### src/rtl/cr16_regfile_mp.sv
// rtl/cr16_regfile_mp.sv - multi-port CR16 register file with pending-write scoreboard
module cr16_regfile_mp #(
    parameter int P_REG_WIDTH  = 16,
    parameter int P_FILE_WIDTH = 16,
    parameter int P_READ_PORTS = 2,
    parameter int P_BYPASS     = 1,
    localparam int AW          = $clog2(P_FILE_WIDTH)
) (
    input  logic                    I_CLK,
    input  logic                    I_NRESET,
    input  logic                    I_WR_EN,
    input  logic [AW-1:0]           I_WR_ADDR,
    input  logic [P_REG_WIDTH-1:0]  I_WR_DATA,
    input  logic                    I_RSV_EN,
    input  logic [AW-1:0]           I_RSV_ADDR,
    input  logic [AW-1:0]           I_RD_ADDR   [P_READ_PORTS],
    output logic [P_REG_WIDTH-1:0]  O_RD_DATA   [P_READ_PORTS],
    output logic [P_READ_PORTS-1:0] O_RD_BUSY,
    output logic [P_FILE_WIDTH-1:0] O_BUSY_MASK,
    output logic                    O_RSV_OVERLAP,
    output logic [P_REG_WIDTH-1:0]  O_REG_DATA  [P_FILE_WIDTH]
);

    logic [P_REG_WIDTH-1:0]  regs [P_FILE_WIDTH];
    logic [P_FILE_WIDTH-1:0] busy;
    logic [P_FILE_WIDTH-1:0] busy_nxt;
    logic                    overlap;
    logic                    overlap_nxt;
    logic [P_READ_PORTS-1:0] fwd;

    always_ff @(posedge I_CLK or negedge I_NRESET) begin
        if (!I_NRESET) begin
            for (int i = 0; i < P_FILE_WIDTH; i++) begin
                regs[i] <= '0;
            end
        end else if (I_WR_EN) begin
            regs[I_WR_ADDR] <= I_WR_DATA;
        end
    end

    // A reserve in the same cycle as a retiring write belongs to a newer
    // instruction, so it takes priority over the clear.
    always_comb begin
        busy_nxt = busy;
        for (int i = 0; i < P_FILE_WIDTH; i++) begin
            if (I_RSV_EN && (I_RSV_ADDR == AW'(i))) begin
                busy_nxt[i] = 1'b1;
            end else if (I_WR_EN && (I_WR_ADDR == AW'(i))) begin
                busy_nxt[i] = 1'b0;
            end
        end
        overlap_nxt = I_RSV_EN & busy[I_RSV_ADDR] & ~(I_WR_EN & (I_WR_ADDR == I_RSV_ADDR));
    end

    always_ff @(posedge I_CLK or negedge I_NRESET) begin
        if (!I_NRESET) begin
            busy    <= '0;
            overlap <= 1'b0;
        end else begin
            busy    <= busy_nxt;
            overlap <= overlap_nxt;
        end
    end

    always_comb begin
        fwd = '0;
        for (int n = 0; n < P_READ_PORTS; n++) begin
            fwd[n]       = (P_BYPASS != 0) && I_WR_EN && (I_RD_ADDR[n] == I_WR_ADDR);
            O_RD_DATA[n] = fwd[n] ? I_WR_DATA : regs[I_RD_ADDR[n]];
            O_RD_BUSY[n] = fwd[n] ? 1'b0 : busy[I_RD_ADDR[n]];
        end
    end

    assign O_BUSY_MASK   = busy;
    assign O_RSV_OVERLAP = overlap;
    assign O_REG_DATA    = regs;

endmodule

### config.mk
export PLATFORM = sky130hd
export DESIGN_NAME = cr16_regfile_mp
export DESIGN_NICKNAME = d
export VERILOG_FILES = /design/src/rtl/cr16_regfile_mp.sv
export SDC_FILE = /design/constraint.sdc
export NUM_CORES = 1
export LEC_CHECK = 0
export CAP_MARGIN = 5
export CORE_UTILIZATION = 25
export DETAILED_ROUTE_END_ITERATION = 8
export PLACE_DENSITY = 0.5
export REMOVE_ABC_BUFFERS = 1
export SYNTH_ARGS = -nofsm -noshare
export SYNTH_HDL_FRONTEND = slang
export SYNTH_SLANG_ARGS = --single-unit
### constraint.sdc
create_clock -name I_CLK -period 3 [get_ports I_CLK]
set_input_delay 0.3 -clock I_CLK [delete_from_list [all_inputs] [get_ports I_CLK]]
set_output_delay 0.3 -clock I_CLK [all_outputs]
set_load 0.005 [all_outputs]
==> flow_metrics.tcl <==
set metrics [dict create \
    drt-initial-drc-count 527 \
    synthArstFlopShare_pct 100.0 \
    clock_sinks 273 \
    drc 0 \
    area_growth_pct 38.09 \
    crit_arrival_ps 2620 \
    post-route-period-util_pct 97.49 \
    endpoint_kind "output port" \
    rsz0062_at_grt "no" \
    tritoncts "yes" \
    cts_setup_buffers 0 \
    pwr_density_cell_nw_per_um2 698.8 \
    rows 90 \
    synth_edf_count 0 \
    post-route-min-period_ps 2925 \
    vias_per_cell 5.027 \
    track_usage_pct 19.07 \
    status "finished, final reports clean" \
    tns_ps 0 \
    synth_common_cells "mux2_2 (287), dfrtp_1 (273), mux4_2 (141), mux2i_1 (98), buf_2 (45)" \
    clock_skew_ps 3.931 \
    clk_pin_slew_ps 50 \
    path_class "reg2out" \
    ant_nets 0 \
    synthTopCellsByArea "dfrtp_1 (45%), mux2_2 (21%), mux4_2 (21%), mux2i_1 (6.4%), buf_2 (1.5%)" \
    nets 1381 \
    ys.flop_type "dfrtp_1" \
    cap_violations 0 \
    fill_cells 5849 \
    r2r_end "O_RSV_OVERLAP" \
    wl_per_cell_um 27.74 \
    hold_violations 0 \
    portBuffers 342 \
    vias 10797 \
    yosys_warnings 0 \
    hold_path_class "in2async" \
    dp_hpwl_um 42170 \
    yosysMostFrequentCell "mux2_2" \
    postSynthAreaPerCell_um2 15.65 \
    grt_pass1_vias 11382 \
    clkLatencyLatePin_ps 540 \
    grt_max_degree 75 \
    die_w_um 249.8 \
    antenna_found_initial 1 \
    synth_seq_area_share_pct 44.50 \
    overflow 0 \
    synth_cell_types 35 \
    cts_made_buffers 35 \
    crit_start "O_REG_DATA[176]" \
    power_w 0.01481 \
    max_freq_ghz 0.3419 \
    multi_input_area_um2 8054 \
    cts-root-buf "clkbuf_16" \
    insertedDiodeCount 0 \
    drt-pass1-iter-count 5 \
    power.leakage_nw 8.561 \
    coreArea_um2 60470 \
    die_h_um 249.8 \
    syn_area_um2 15350 \
    htree_levels 2 \
    rr_worst_depth 4 \
    gp_congestion 0.7745 \
    start_util_pct 25.39 \
    critical_path.startpoint_type "flip-flop" \
    setup_viol 0 \
    ff2ff_setup_slack_ps 1280 \
    slew_headroom_pct 43.80 \
    cp_max_fo 4 \
    ir_drop_mv 0.3429 \
    ios 343 \
    syn-instance-count 981 \
    synth_top_area_share_pct 44.50 \
    tightest_slew_ps 843.1 \
    final_util_pct 35.05 \
    critical_path.endpoint "O_RD_DATA[0]" \
    clk_path_buf_depth 3 \
    grt_pass1_wl_um 86210 \
    routed_wl_um 59590 \
    cp.required_ps 2700 \
    r2r_start "O_BUSY_MASK[8]" \
    final_max_slew_viol_count 0 \
    yosysTopAreaCell "dfrtp_1" \
    regArea_um2 6832 \
    synth_seq_cells 273 \
    drive_gt1_share_pct 43.12 \
    die-area_um2 62400 \
]
-- report_power, final --
part	leakage [nW]	total (W)	switching, W	internal (W)
Combinational	4.67	0.00504	0.00161	0.00342
Sequential	3.34	0.00560	0.00105	0.00454
Clock	0.548	0.00418	0.00166	0.00252
Total	8.56	0.0148	0.00433	0.0105
-- area by class of cell --
class,instances,area share (%)
clock buffers,50,4.781
clock inverters,8,0.5076
inverters,3,0.05312
multi-input cells,610,37.99
flip-flops and latches,273,32.23
well taps,782,4.616
repair buffers,422,19.82
-- kinds of logic after synthesis --
| kind of cell | count (synthesis) | share of synthesized area [%] |
|---|---|---|
| multiplexers | 527 | 48.20 |
| AND/OR/NAND/NOR | 42 | 1.875 |
| AO/OA/AOI/OAI | 29 | 1.198 |
| flip-flops | 273 | 44.50 |
| XOR/XNOR | 12 | 0.6847 |
| buffers and inverters | 98 | 3.537 |
-- metrics by stage --
stage | cells | cell area (µm²) | worst slack (ps) | hold slack, ps
after floorplan | 886 | 14820 | 1085 | 4.409
after global placement | 2089 | 20060 | 190.5 | 273.5
after detailed placement | 2089 | 20060 | 157.3 | 275.8
after CTS | 2148 | 21200 | 73.59 | 281.6
after global routing | 2148 | 21200 | 55.23 | 319.9
final | 2148 | 21200 | 75.16 | 285.9
-- flip-flops by register name (all words and copies together), names as in the netlist --
register       cells
O_REG_DATA       256
O_RSV_OVERLAP      1
O_BUSY_MASK       16
-- cell usage in the layout (no fill, tap or decap), types with 9 or more instances in the layout --
cell type / count
buf_12: 15
buf_4: 68
clkbuf_16: 36
clkdlybuf4s50_1: 333
dfrtp_1: 273
mux2_2: 287
mux2i_1: 96
mux4_2: 141
nor2_4: 9
o21ai_0: 18
xor2_1: 9
-- per-layer routing --
metal  global-route usage, %  share of wire, %  up-vias
met1                   25.40                44     5819
met3                   4.255               5.3       95
met4                   5.538               2.6        0
met2                   30.93                48      329
met5                       0                 0        -
li1                        -                 -     4554
-- worst max-delay path, cell delays in order (launching register included) --
cell and delay (ps):
dfrtp_1 410, mux4_2 480, mux2i_2 310, mux2i_1 150, mux2_2 280, clkdlybuf4s50_1 450
-- worst min path at each step --
| stage | slack, ps | end |
|---|---|---|
| after floorplan | 4 | O_BUSY_MASK[0] |
| after global placement | 270 | O_REG_DATA[85] |
| after detailed placement | 280 | O_REG_DATA[85] |
| after CTS | 280 | O_REG_DATA[246] |
| after global routing | 320 | O_REG_DATA[213] |
| final | 290 | O_REG_DATA[213] |
-- repair_timing --
item | in CTS | in global routing
setup endpoints to repair | 2 | 0
hold buffers | 1 | 0
gates resized for setup | 2 | 0
hold endpoints to repair | 53 | 0
(Power assumes the default switching activity.)
